## src/rtl/motorchannelctl.sv

```systemverilog
// Register/control block for one brushed DC motor channel: host register decode,
// duty load strobes, two clock-enable prescalers and the atomic 16-bit tach read.
module motorchannelctl #(
    parameter int unsigned FREEZE_TIMEOUT = 255
) (
    input  logic       clk,
    input  logic       reset,
    input  logic [2:0] address,
    input  logic       wr,
    input  logic       rd,
    input  logic [7:0] wrtdata,
    output logic [7:0] rddata,
    input  logic [7:0] countl,
    input  logic [7:0] counth,
    output logic [7:0] pwmdata,
    output logic       pwmldce,
    output logic       pwmcntce,
    output logic       filterce,
    output logic       freeze,
    output logic       invphase,
    output logic       invertpwm,
    output logic       enablepwm,
    output logic       run
);

    localparam logic [2:0] ADDR_CTRL    = 3'd0;
    localparam logic [2:0] ADDR_DUTY    = 3'd1;
    localparam logic [2:0] ADDR_PWMDIV  = 3'd2;
    localparam logic [2:0] ADDR_FILTDIV = 3'd3;
    localparam logic [2:0] ADDR_TACHL   = 3'd4;
    localparam logic [2:0] ADDR_TACHH   = 3'd5;
    localparam logic [2:0] ADDR_STATUS  = 3'd6;
    localparam logic [15:0] TMO_LOAD    = 16'(FREEZE_TIMEOUT);

    typedef enum logic {
        TACH_LIVE,
        TACH_FROZEN
    } tachstate_t;

    tachstate_t  state;
    tachstate_t  nextstate;
    logic [3:0]  ctrl;
    logic [7:0]  pwmdiv;
    logic [7:0]  filtdiv;
    logic [7:0]  pwmcnt;
    logic [7:0]  filtcnt;
    logic [7:0]  shadow;
    logic [15:0] tmo;
    logic [7:0]  rdvalue;
    logic        rdtachl;
    logic        rdtachh;

    assign rdtachl   = rd && (address == ADDR_TACHL);
    assign rdtachh   = rd && (address == ADDR_TACHH);
    assign freeze    = (state == TACH_FROZEN);
    assign enablepwm = ctrl[0];
    assign run       = ctrl[1];
    assign invertpwm = ctrl[2];
    assign invphase  = ctrl[3];
    assign pwmcntce  = (pwmcnt == 8'd0);
    assign filterce  = (filtcnt == 8'd0);

    always_ff @(posedge clk or posedge reset) begin
        if (reset) begin
            state <= TACH_LIVE;
        end else begin
            state <= nextstate;
        end
    end

    // A TACHL read (re)arms the freeze; TACHH read or timeout expiry releases it.
    always_comb begin
        nextstate = state;
        case (state)
            TACH_LIVE: begin
                if (rdtachl) nextstate = TACH_FROZEN;
            end
            TACH_FROZEN: begin
                if (rdtachl)            nextstate = TACH_FROZEN;
                else if (rdtachh)       nextstate = TACH_LIVE;
                else if (tmo == 16'd1)  nextstate = TACH_LIVE;
            end
            default: nextstate = TACH_LIVE;
        endcase
    end

    always_comb begin
        rdvalue = 8'h00;
        case (address)
            ADDR_CTRL:    rdvalue = {4'h0, ctrl};
            ADDR_DUTY:    rdvalue = pwmdata;
            ADDR_PWMDIV:  rdvalue = pwmdiv;
            ADDR_FILTDIV: rdvalue = filtdiv;
            ADDR_TACHL:   rdvalue = countl;
            ADDR_TACHH:   rdvalue = freeze ? shadow : counth;
            ADDR_STATUS:  rdvalue = {7'h00, freeze};
            default:      rdvalue = 8'h00;
        endcase
    end

    // Read data is taken from pre-edge register values, so a same-cycle write is not visible.
    always_ff @(posedge clk or posedge reset) begin
        if (reset) begin
            rddata  <= 8'h00;
            ctrl    <= 4'h0;
            pwmdata <= 8'h00;
            pwmldce <= 1'b0;
            pwmdiv  <= 8'h00;
            filtdiv <= 8'h00;
        end else begin
            if (rd) rddata <= rdvalue;
            pwmldce <= wr && (address == ADDR_DUTY);
            if (wr) begin
                case (address)
                    ADDR_CTRL:    ctrl    <= wrtdata[3:0];
                    ADDR_DUTY:    pwmdata <= wrtdata;
                    ADDR_PWMDIV:  pwmdiv  <= wrtdata;
                    ADDR_FILTDIV: filtdiv <= wrtdata;
                    default:      ;
                endcase
            end
        end
    end

    // Prescalers: writing a divisor restarts its counter so the next pulse is a full period away.
    always_ff @(posedge clk or posedge reset) begin
        if (reset) begin
            pwmcnt  <= 8'h00;
            filtcnt <= 8'h00;
        end else begin
            if (wr && (address == ADDR_PWMDIV))  pwmcnt <= wrtdata;
            else if (pwmcnt == 8'd0)             pwmcnt <= pwmdiv;
            else                                 pwmcnt <= pwmcnt - 8'd1;

            if (wr && (address == ADDR_FILTDIV)) filtcnt <= wrtdata;
            else if (filtcnt == 8'd0)            filtcnt <= filtdiv;
            else                                 filtcnt <= filtcnt - 8'd1;
        end
    end

    always_ff @(posedge clk or posedge reset) begin
        if (reset) begin
            shadow <= 8'h00;
            tmo    <= 16'd0;
        end else begin
            if (rdtachl) begin
                shadow <= counth;
                tmo    <= TMO_LOAD;
            end else if (freeze && (tmo != 16'd0)) begin
                tmo <= tmo - 16'd1;
            end
        end
    end

endmodule

```

## config.mk

```make
export PLATFORM = sky130hd
export DESIGN_NAME = motorchannelctl
export DESIGN_NICKNAME = d
export VERILOG_FILES = /design/src/rtl/motorchannelctl.sv
export SDC_FILE = /design/constraint.sdc
export NUM_CORES = 1
export LEC_CHECK = 0
export ABC_AREA = 1
export ABC_CLOCK_PERIOD_IN_PS = 3200
export BUFFER_PORTS_ARGS = -buffer_cell sky130_fd_sc_hd__buf_2
export CAP_MARGIN = 20
export CORE_MARGIN = 2
export CORE_UTILIZATION = 44
export DETAILED_ROUTE_END_ITERATION = 10
export HOLD_SLACK_MARGIN = 0.05
export PLACE_DENSITY = 0.65
export SLEW_MARGIN = 20
export SYNTH_ARGS = -nofsm -noshare
export SYNTH_HDL_FRONTEND = slang
export SYNTH_SLANG_ARGS = --single-unit
```

## constraint.sdc

```tcl
create_clock -name clk -period 3.2 [get_ports clk]
set_clock_uncertainty 0.1 [all_clocks]
set_input_delay 0.32 -clock clk [delete_from_list [all_inputs] [get_ports clk]]
set_output_delay 0.32 -clock clk [all_outputs]
set_load 0.02 [all_outputs]
```

Word-level counts from Yosys, hierarchy flattened
Cells that the tools add are included.
{ "totals": {"wordCells": 50, "out_inout_bits": 24, "register_bits": 78} }
{ "classes": {"bitwise_logic": 1, "n_eq_ne": 7, "mux": 13, "addsub": 3, "n_reduce_logical": 15} }
{ "ops": {"columns": ["cell", "n"], "rows": [
  ["$pmux W8 S7", 1],
  ["$mux W8", 5],
  ["$mux W16", 2],
  ["$eq A16 B1 Y1 const B", 1],
  ["$logic_not A8 Y1", 2],
  ["$reduce_bool A16 Y1", 1],
  ["$sub A16 B1 Y16 const B", 1],
  ["$sub A8 B1 Y8 const B", 2],
  ["$eq A3 B3 Y1 const B", 3],
  ["$reduce_and A2 Y1", 4],
  ["$eq A3 B2 Y1 const B", 2],
  ["$logic_and A1 B1 Y1", 6],
  ["$mux W1", 4],
  ["$eq A3 B1 Y1 const B", 1],
  ["$logic_not A3 Y1", 1],
  ["$pmux W1 S2", 1],
  ["$reduce_bool A2 Y1", 1],
  ["$not A1 Y1", 1]
]} }

Longest topological paths before layout
Gate-level depths: netlist (run 1).
{ "depth": {"depth_word": 5, "ltp_mapped": 10, "depth_no_buf": 10} }

Worst setup path after synthesis (run 1)
No wires, ideal clock.
{ "synth_timing": {"kind": "register to register", "from": "register tmo[0]", "to": "register tmo[3]", "path_slack_ns": 1.585, "required_time_ns": 2.982, "arrival_ns": 1.397, "synth_period_minus_slack_ns": 1.615, "stages_incl_launch_ff": 11, "cell_sequence": "dfrtp_1 inv_1 ha_1 nand2_2 nor2_4 nand2_2 nand2_4 nand2_4 buf_6 o21ai_2 nand2_1"} }
{ "synth_via": {"elab_chain_cells": 3, "elab_cells_between_ends": 6, "cone_classes": "1 x add/sub; 2 x mux; 3 x reduce/logical"} }
{ "synth_rtl": {"columns": ["item", "line", "source"], "rows": [
  ["start, declared", "48", "logic [15:0] tmo;"],
  ["start signal, assigned", "150", "tmo <= tmo - 16'd1;"],
  ["$sub A16 B1 Y16 / $reduce_bool A16 Y1 (equally long branches)", "150, 149", null],
  ["$mux W16 / $logic_and A1 B1 Y1 (equally long branches)", "149", "end else if (freeze && (tmo != 16'd0)) begin"],
  ["$mux W16 / $reduce_bool A2 Y1 (equally long branches)", null, null]
]} }
Parallel ways exist; a longest one is shown, timed or not. The select of a mux whose other input is x is not followed.
A chain may end at the register's enable or synchronous reset.

Final worst setup path (run 1)
{ "layout_timing": {"from": "register pwmcnt[3]", "to": "output pwmcntce"} }
{ "layout_via": {"elab_chain_cells": 1} }
{ "layout_rtl": {"columns": ["item", "line", "source"], "rows": [
  ["start, declared", "45", "logic [7:0] pwmcnt;"],
  ["start signal, assigned", "131", "if (wr && (address == ADDR_PWMDIV)) pwmcnt <= wrtdata;"],
  ["start signal, assigned", "132", "else if (pwmcnt == 8'd0) pwmcnt <= pwmdiv;"],
  ["start signal, assigned", "133", "else pwmcnt <= pwmcnt - 8'd1;"],
  ["$logic_not A8 Y1", "60", "assign pwmcntce = (pwmcnt == 8'd0);"],
  ["end, declared", "17", "output logic pwmcntce,"]
]} }
No other way between the ends.

==> flow_summary.toml, run 1 <==
[status]
status = "completed"

[logic_synthesis]
syn_nets = 632
ys_top_cells_by_area = "dfrtp_1, nand2_1, inv_1, o21ai_0, nand3_1"
synth_common_cells = "nand2_1, dfrtp_1, inv_1, o21ai_0, nor2_1"
synth-compound-area-share_pct = 11.2
synth_top_family_by_area = "simple AND/OR/NAND/NOR gates"
synthAdderAreaFrac_pct = 1.69
yosysMostFrequentCell = "nand2_1"
synth_mux_area_share_pct = 0
synth_area_per_cell_um2 = 7.45
ys_seq_area_share_pct = 44.0
ys_seq_elements = 78
synth_largest_area_cell = "dfrtp_1"
yosys.area.top_type_share_pct = 44.0
synth_area_mm2 = 0.00444
synthFlopType = "dfrtp_1"
async_flop_share_pct = 100
synth-edff-count = 0
synth_cells = 595
synth_xor_area_share_pct = 1.58
yosys_warnings = 0
synth_simple_gate_area_share_pct = 31.8
ys_types = 30

[placement]
post-place-ws_ns = 1.15
port-buffer-count = 54
post_dp_cell_area_mm2 = 0.00476
gp_congestion = 0.842
dpl.hpwl_um = 8130

[finish]
fin_area_mm2 = 0.00497
syn_to_final_growth_pct = 12.1
final_nets = 684
insertedDiodeCount = 0
nFillCells = 989
regArea_mm2 = 0.00195
multi_input_comb_area_mm2 = 0.00205
drive_gt1_share_pct = 18.3

[sta]
setup_viol = 0
hold_violations = 0
slew_violations = 0
worstMarginPinSlew_ns = 0.704
post-route-period-util_pct = 74.2
rsz0062_at_grt = "no"
worst_slack_ns = 0.824
fin_crit_ns = 2.38
fin_tns_setup_ns = 0
max-slew-margin-rel_pct = 52.9
max_freq_mhz = 421

[worst_setup_path]
critical_path.cell_chain = "nor2_2, nand3_1, nor2_1, buf_2"
start_kind = "flop"
cpLargestDelayFamily = "simple AND/OR/NAND/NOR gates"
endpoint_kind = "output port"
critical_path_class = "reg2out"
crit_slowest_cell = "nor2_1"
cp.buffers_inverters = 1
critPathMaxFanout = 12
cpPeakStageDelay_ns = 0.56
crit_required_ns = 2.78
cp.arrival_ns = 1.96

[floorplanning]
dieHeight_um = 104
core-area_mm2 = 0.00977
start_util_pct = 45.4
die_x_um = 104
rows = 36
die_area_mm2 = 0.0109
top_level_ports = 55

[cts]
hold_buffers = 0
cts_buffers = 9
clkSlewWorstSetupHoldPaths_ns = 0.08
cts_root_buf = "clkbuf_8"
cts.sinks = 78
cts_resized = 0
cts_tree = "done"
cts_buffer_depth = 2
clk_latency_ns = 0.36
cts_setup_buffers = 0
h-tree-depth = 3

[drt]
wl_um = 10800
drt_iter0_markers = 165
vias = 3914
dr.pass1.iters = 5
avgViaCountPerCell = 4.99
antenna_left = 0
wl_per_cell_um = 13.7
drc = 0

[grt]
grt_pass1_wl_um = 18200
grt_max_degree = 79
overflow = 0
antenna_found_initial = 0
grt_use_total_pct = 21.0
grt_pass1_vias = 3760

[worst_hold_path]
hp-class = "in2async"

[power]
peakVddDrop_v = 0.000424
power_mw = 3.82
power_density_mw_per_mm2 = 769
cellLeakagePower_nw = 2.65

[job]
cap_violations = 0
layout make-up:
cell class	instances	area share (%)
Multi-Input combinational cell	420	41.3
Sequential cell	78	39.2
Inverter	83	6.31
Timing Repair Buffer	55	5.66
Tap cell	133	3.35
Clock buffer	12	3.12
Clock inverter	4	1.06
path summary, 6_finish.rpt:
path | cells past startpoint | to | from | slack, ns
max in group asynchronous | 3 | tmo[5]$_DFFE_PP0P_ | reset | 2.48
max | 4 | pwmcntce | pwmcnt[3]$_DFF_PP0_ | 0.82
min | 3 | shadow[7]$_DFFE_PP0P_ | reset | 0.03
min reg2reg | 2 | shadow[2]$_DFFE_PP0P_ | shadow[2]$_DFFE_PP0P_ | 0.38
max reg2reg | 6 | pwmcnt[1]$_DFF_PP0_ | pwmcnt[3]$_DFF_PP0_ | 1.14
min in group clk | 3 | shadow[2]$_DFFE_PP0P_ | counth[2] | 0.11
kinds of logic (layout without fill, tap and decap cells):
logic type,Yosys count,in the layout
and+or+nand+nor,317,317
xor gates and xnor gates,8,8
AOI/OAI and AO/OA,89,89
adders and majority gates,6,6
buffers and inverters,97,154
DFF,78,78
state kept, by name, summed over array words and instances (netlist names):
register,flops
rddata,8
pwmldce,1
freeze,1
filtdiv,8
ctrl,4
tmo,16
shadow,8
pwmcnt,8
filtcnt,8
pwmdiv,8
pwmdata,8
placed cells by master, fill, tap and decap left out:
cell	Yosys	routed
a21oi_1	12	12
a21oi_2	1	1
buf_2	4	54
buf_6	7	1
bufinv_16	0	1
clkbuf_1	1	1
clkbuf_8	0	11
clkinv_2	0	1
dfrtp_1	78	78
ha_1	6	6
inv_1	74	73
inv_2	8	9
inv_4	1	1
inv_6	0	2
nand2_1	201	201
nand2_2	7	7
nand2_4	4	4
nand3_1	32	32
nand3_2	1	1
nand3b_1	1	1
nand4_1	14	14
nor2_1	42	42
nor2_2	7	7
nor2_4	4	4
nor2_8	2	2
nor3_1	1	1
nor3_2	1	1
o21ai_0	52	52
o21ai_1	11	11
o21ai_2	12	12
o31ai_1	1	1
xnor2_1	5	5
xor2_1	3	3
worst register-to-register path: cells and delay by family (launching register included):
family	cells	cell delay, ns
AND/OR/NAND/NOR	3	0.88
buffers and inverters	1	0.25
AO/OA/AOI/OAI	2	0.29
flip-flops	1	0.43
stage by stage:
stage / hold WS [ns] / util (%) / cells
floorplan: 0.337 / - / 595
global placement: 0.359 / 48.7 / 769
detailed placement: 0.364 / 48.7 / 769
CTS: 0.0828 / 50.8 / 785
global route: 0.0883 / 50.9 / 785
finish: 0.0299 / 50.9 / 785
metal layers:
metal	vias up	share of wire [%]	global-route usage, %	wire length, um
met5	-	0	0	0
met1	1839	46	27.5	4930
met2	86	48	34.5	5210
li1	1978	-	-	-
met4	0	1.3	6.76	141
met3	11	4.5	4.76	489
where the power goes:
group | internal [mW] | leakage [nW] | total (mW) | switching [mW]
Combinational | 0.540 | 1.57 | 1.50 | 0.956
Clock | 0.408 | 0.107 | 0.788 | 0.380
Sequential | 1.28 | 0.975 | 1.54 | 0.261
Total | 2.23 | 2.65 | 3.82 | 1.60
Power figures use the tool's default switching activity.
==> run 2, diff against run 1 <==
Settings changed: ABC_AREA 1 to 0, ABC_CLOCK_PERIOD_IN_PS 3200 to 2250, PLACE_DENSITY 0.65 to 0.66.
Clock period 3.2 ns to 2.25 ns, I/O delays scaled along.
==> run 2 against run 1 <==
  * Flip-flop and latch count unchanged
  * The run now ends with setup timing left
  * Largest power group unchanged
  * Critical path type unchanged
  * Critical path depth did not move
  * First-iteration DRC count is 9.1% higher
  * Worst setup slack worse by 0.90 ns
  * Critical endpoint is now filterce
  * Clock-buffer cell count is 2 lower
  * Via count is 9.9% lower
  * Worst hold slack improved by 0.025 ns
  * Sequential share of layout area fell by 1.2 points
  * Power up 29%
==> flow_summary.toml, run 2 <==
[power]
peakVddDrop_v = 0.000470
power_density_mw_per_mm2 = 964
cellLeakagePower_nw = 2.45

[floorplanning]
die_area_mm2 = 0.0102
top_level_ports = 55
dieHeight_um = 101
start_util_pct = 44.9
core-area_mm2 = 0.00920
die_x_um = 101
rows = 35

[finish]
largest_register = "tmo"
fin_area_mm2 = 0.00512
syn_to_final_growth_pct = 24.0
largest_register_ffs = 16
insertedDiodeCount = 0
fin_cells = 637
layout_common_cells = "nand2_1, dfrtp_1, buf_2, o21ai_0, buf_4"
drive_gt1_share_pct = 27.0
final_nets = 558
final_common_cell = "nand2_1"
utilization_pct = 55.7

[placement]
port-buffer-count = 54
dp_cells = 597
post_dp_cell_area_mm2 = 0.00463
gp_congestion = 0.861
dpl.hpwl_um = 7570

[sta]
worst_slack_ns = -0.0742
setup_viol = 1
slew_violations = 0
hold_violations = 0
max_freq_mhz = 430
max-slew-margin-rel_pct = 58.5
post-route-period-util_pct = 103
worstMarginPinSlew_ns = 0.623
fin_crit_ns = 2.32
rsz0062_at_grt = "yes"

[grt]
overflow = 0
grt_pass1_wl_um = 17300
grt_max_degree = 79
grt_use_total_pct = 21.9
grt_pass1_vias = 3473
antenna_found_initial = 1

[logic_synthesis]
synth_common_cells = "nand2_1, dfrtp_1, o21ai_0, nor2_1, a21oi_1"
ys_types = 63
syn_nets = 469
yosysMostFrequentCell = "nand2_1"
synth_area_per_cell_um2 = 9.57
synth-compound-area-share_pct = 13.1
synthAdderAreaFrac_pct = 1.82
synthFlopType = "dfrtp_1"
synth-edff-count = 0
synth_largest_area_cell = "dfrtp_1"
synth_top_family_by_area = "simple AND/OR/NAND/NOR gates"
synth_simple_gate_area_share_pct = 21.9
synth_area_mm2 = 0.00413
synth_mux_area_share_pct = 10.7
synth_cells = 432
ys_seq_area_share_pct = 47.2
ys_seq_elements = 78
async_flop_share_pct = 100
ys_top_cells_by_area = "dfrtp_1, nand2_1, mux2_2, mux2i_1, o21ai_0"
yosys_warnings = 0
synth_xor_area_share_pct = 1.91
yosys.area.top_type_share_pct = 47.2

[worst_setup_path]
crit_required_ns = 1.92
start_kind = "flop"
r2r-start = "tmo[1]$_DFFE_PP0P_"
cp.arrival_ns = 2.00
critical_path_class = "reg2out"
critPathMaxFanout = 2
endpoint_kind = "output port"
crit_start = "filtcnt[4]$_DFF_PP0_"

[drt]
vias = 3526
drc = 0
wl_per_cell_um = 16.6
antenna_left = 0
avgViaCountPerCell = 5.54
dr.pass1.iters = 5
drt_iter0_markers = 180
wl_um = 10500

[cts]
cts_buffers = 9
h-tree-depth = 3
clkSlewWorstSetupHoldPaths_ns = 0.09
cts_buffer_depth = 2
cts.sinks = 78
cts_root_buf = "clkbuf_8"
clk_latency_ns = 0.37
cts_tree = "done"

[job]
cap_violations = 0

[status]
status = "finished, violations left"
violations = "setup timing"

[worst_hold_path]
min_from = "wrtdata[6]"
hp-class = "in2reg"
[run 2: cell type report]
cell class / count / area, um2
Clock buffer: 10 / 138
Clock inverter: 6 / 93.8
Fill cell: 845 / 4070
Inverter: 14 / 63.8
Multi-Input combinational cell: 320 / 2070
Sequential cell: 78 / 1950
Tap cell: 111 / 139
Timing Repair Buffer: 98 / 666
[run 2: report_power, final]
part           switching [mW]  internal, mW
clock network           0.565         0.663
registers               0.309          1.75
logic                   0.839         0.809
[run 2: worst paths after layout]
path	slack [ns]	cells past startpoint	endpoint
min reg2reg	0.38	2	shadow[3]$_DFFE_PP0P_
min	0.06	3	pwmdiv[6]$_DFFE_PP0P_
max reg2reg	0.06	6	tmo[7]$_DFFE_PP0P_
min in group asynchronous	0.41	4	tmo[4]$_DFFE_PP0P_
max	-0.07	4	filterce
max in group asynchronous	1.30	4	filtdiv[2]$_DFFE_PP0P_
[run 2: through the flow]
step | power [mW] | hold slack (ns) | setup WS, ns | TNS (ns)
after CTS | 4.88 | 0.0552 | -0.0680 | -0.0680
final | 4.94 | 0.0553 | -0.0742 | -0.0742
after floorplan | 3.08 | 0.230 | 0.0844 | 0
after detailed placement | 3.59 | 0.277 | 0.0534 | 0
after global placement | 3.52 | 0.276 | 0.136 | 0
after global routing | 5.26 | 0.0580 | -0.146 | -0.172
[run 2: repair_timing]
action | in CTS | in global routing
buffers inserted | 4 | 4
hold endpoints to repair | 103 | 0
pin swaps | 3 | 4
gates resized for setup | 6 | 8
setup endpoints to repair | 2 | 5
hold buffers | 16 | 0
[run 2: per-layer routing]
layer | GRT usage (%) | routed length, um
met4 | 8.00 | 247
met3 | 4.85 | 387
met2 | 37.6 | 5460
met5 | 0 | 13
met1 | 27.1 | 4440
[run 2: cells by family (layout without fill, tap and decap cells)]
family          count (synthesis)  after routing
simple gates                  185            185
compound gates                 82             82
flops                          78             78
mux                            38             38
buf+inv                        34            128
xor+xnor                        9              9
fa+ha+maj                       6              6
[run 2: worst max-delay path, stage by stage (launching register included)]
cell and delay [ns]:
dfrtp_1 0.40, or4_4 0.54, or4b_4 0.52, clkinv_4 0.07
buf_6 0.10
==> run 3, diff against run 2 <==
Settings changed: ABC_CLOCK_PERIOD_IN_PS 2250 to 1890, MAX_ROUTING_LAYER from default to met4, PLACE_DENSITY 0.66 to 0.68.
Clock period 2.25 ns to 1.89 ns, I/O delays scaled along.
==> run 3 against run 2 <==
  * The flow still finishes with violations (setup timing)
  * Wire length is 9.5% higher
  * Register-to-register slack worse by 0.44 ns
  * Critical path depth did not move
  * Via count rose by 7.7%
  * Die area is the same
  * Cell area up 13%
==> flow_summary.toml, run 3 (synthesized netlist as in run 2, its figures left out) <==
[cts]
cts_buffer_depth = 2
h-tree-depth = 3
cts_tree = "done"
clkSlewWorstSetupHoldPaths_ns = 0.09
cts.sinks = 78
cts_root_buf = "clkbuf_8"
cts_buffers = 9
clk_latency_ns = 0.35

[worst_setup_path]
rr_worst_depth = 6
regToRegEndpoint = "filtcnt[1]$_DFF_PP0_"
crit_required_ns = 1.60
crit_slowest_cell = "or4_4"
critPathMaxFanout = 2
critical_path_class = "reg2out"
r2r-start = "filtcnt[6]$_DFF_PP0_"
critical_path.cell_chain = "or4_4, or4b_4, clkinv_8, buf_8"
cpPeakStageDelay_ns = 0.55
endpoint_kind = "output port"
start_kind = "flop"
r2r_slack_ns = -0.38
cp.arrival_ns = 2.01

[job]
cap_violations = 0

[finish]
nFillCells = 772
final_common_cell = "nand2_1"
insertedDiodeCount = 0
final_nets = 609
regArea_mm2 = 0.00195
largest_register_ffs = 16
fin_area_mm2 = 0.00578
largest_register = "tmo"
layout_common_cells = "nand2_1, dfrtp_1, buf_4, buf_2"
multi_input_comb_area_mm2 = 0.00226
drive_gt1_share_pct = 38.0
syn_to_final_growth_pct = 40.0

[worst_hold_path]
min_from = "countl[4]"
holdPathEnd = "rddata[4]$_DFFE_PP0P_"
hp-class = "in2reg"
hold_path_depth = 5

[sta]
max-slew-margin-rel_pct = 65.2
slew_violations = 0
worstMarginPinSlew_ns = 0.508
hold_violations = 0
rsz0062_at_grt = "yes"
setup_viol = 25
worst_slack_ns = -0.411
max_freq_mhz = 435
fin_crit_ns = 2.30
post-route-period-util_pct = 122
whs_ns = 0.202

[grt]
grt_pass1_vias = 3897
grt_max_degree = 37
grt_use_total_pct = 24.1
overflow = 0
antenna_found_initial = 0
grt_pass1_wl_um = 18500

[placement]
dpl.hpwl_um = 8080
post_dp_cell_area_mm2 = 0.00501
post-place-ws_ns = -0.235
port-buffer-count = 54
gp_congestion = 0.895

[power]
cellLeakagePower_nw = 2.76
swShare_pct = 34.3
p_sw_mw = 2.17
peakVddDrop_v = 0.000751
p_int_mw = 4.17
power_density_mw_per_mm2 = 1100
sequentialPowerShare_pct = 38.3
comb_power_share_pct = 39.0
p_clk_share_pct = 22.7

[drt]
drt-met1-wl_um = 4730
drt_iter0_markers = 189
dr.pass1.iters = 4
antenna_left = 0
vias = 3799
wl_met3_um = 544
wl_um = 11500
wl_per_cell_um = 16.8
top_layer = "met4"
wl_met2_um = 6010
avgViaCountPerCell = 5.52
drc = 0

[floorplanning]
die_area_mm2 = 0.0102
dieHeight_um = 101
top_level_ports = 55
core-area_mm2 = 0.00920
rows = 35
die_x_um = 101
start_util_pct = 44.9

[status]
status = "finished, violations left"
violations = "setup timing"
-- run 3: changes by cell type in the layout (fill, tap and decap cells not counted), moves of 6 or more --
cell and delta:
buf_4 +35, buf_6 +11, o21ai_0 -18, o21ai_1 +12, o21ai_2 +6
-- run 3: area by class of cell --
class / count / share of cell area, %
Multi-Input combinational cell: 320 / 39.1
Tap cell: 111 / 2.40
Timing Repair Buffer: 149 / 19.5
Clock inverter: 6 / 1.60
Clock buffer: 10 / 2.38
Inverter: 14 / 1.28
Sequential cell: 78 / 33.7
-- run 3: metrics by stage --
| step | TNS (ns) | power (mW) | cells | util (%) |
|---|---|---|---|---|
| after detailed placement | -3.09 | 4.54 | 640 | 54.4 |
| after CTS | -4.91 | 6.14 | 683 | 60.6 |
| after global placement | -2.25 | 4.46 | 640 | 54.4 |
| final | -5.10 | 6.34 | 688 | 62.9 |
| after floorplan | -1.82 | 3.72 | 432 | - |
| after global routing | -6.79 | 6.76 | 688 | 62.9 |
-- run 3: worst max path at each step --
stage	to	start	slack (ns)	depth (start not counted)
4_1_cts	filterce	filtcnt[5]$_DFF_PP0_	-0.43	4
3_5_place_dp	filtcnt[0]$_DFF_PP0_	filtcnt[6]$_DFF_PP0_	-0.23	5
2_1_floorplan	filtcnt[0]$_DFF_PP0_	filtcnt[4]$_DFF_PP0_	-0.20	6
6_report	filterce	filtcnt[6]$_DFF_PP0_	-0.41	4
5_1_grt	filterce	filtcnt[6]$_DFF_PP0_	-0.45	4
3_3_place_gp	filtcnt[0]$_DFF_PP0_	filtcnt[6]$_DFF_PP0_	-0.22	5
-- run 3: layer usage --
| layer | up-vias | GRT usage [%] |
|---|---|---|
| met5 | - | - |
| met4 | 0 | 8.84 |
| met3 | 19 | 3.19 |
| met2 | 87 | 41.9 |
| met1 | 1882 | 28.6 |
| li1 | 1811 | - |
-- run 3: timing repair --
action / CTS / global route
hold buffers: 18 / 0
pin swaps: 14 / 15
buffers inserted: 9 / 9
endpoints found under the hold margin: 65 / 0
gates resized for setup: 32 / 42
setup endpoints to repair: 29 / 32
-- run 3: critical path, delay by kind of cell (launching register included) --
| kind | cells | cell delay [ns] |
|---|---|---|
| DFF | 1 | 0.40 |
| and+or+nand+nor | 2 | 1.10 |
| buffers and inverters | 2 | 0.17 |
-- run 3: power by group through the flow --
stage	Clock (mW)	Combinational [mW]	Sequential [mW]
2_1_floorplan	0	1.20	2.51
4_1_cts	1.46	2.29	2.40
6_report	1.44	2.47	2.43
5_1_grt	1.53	2.74	2.48
3_3_place_gp	0	2.05	2.40
3_5_place_dp	0	2.13	2.42
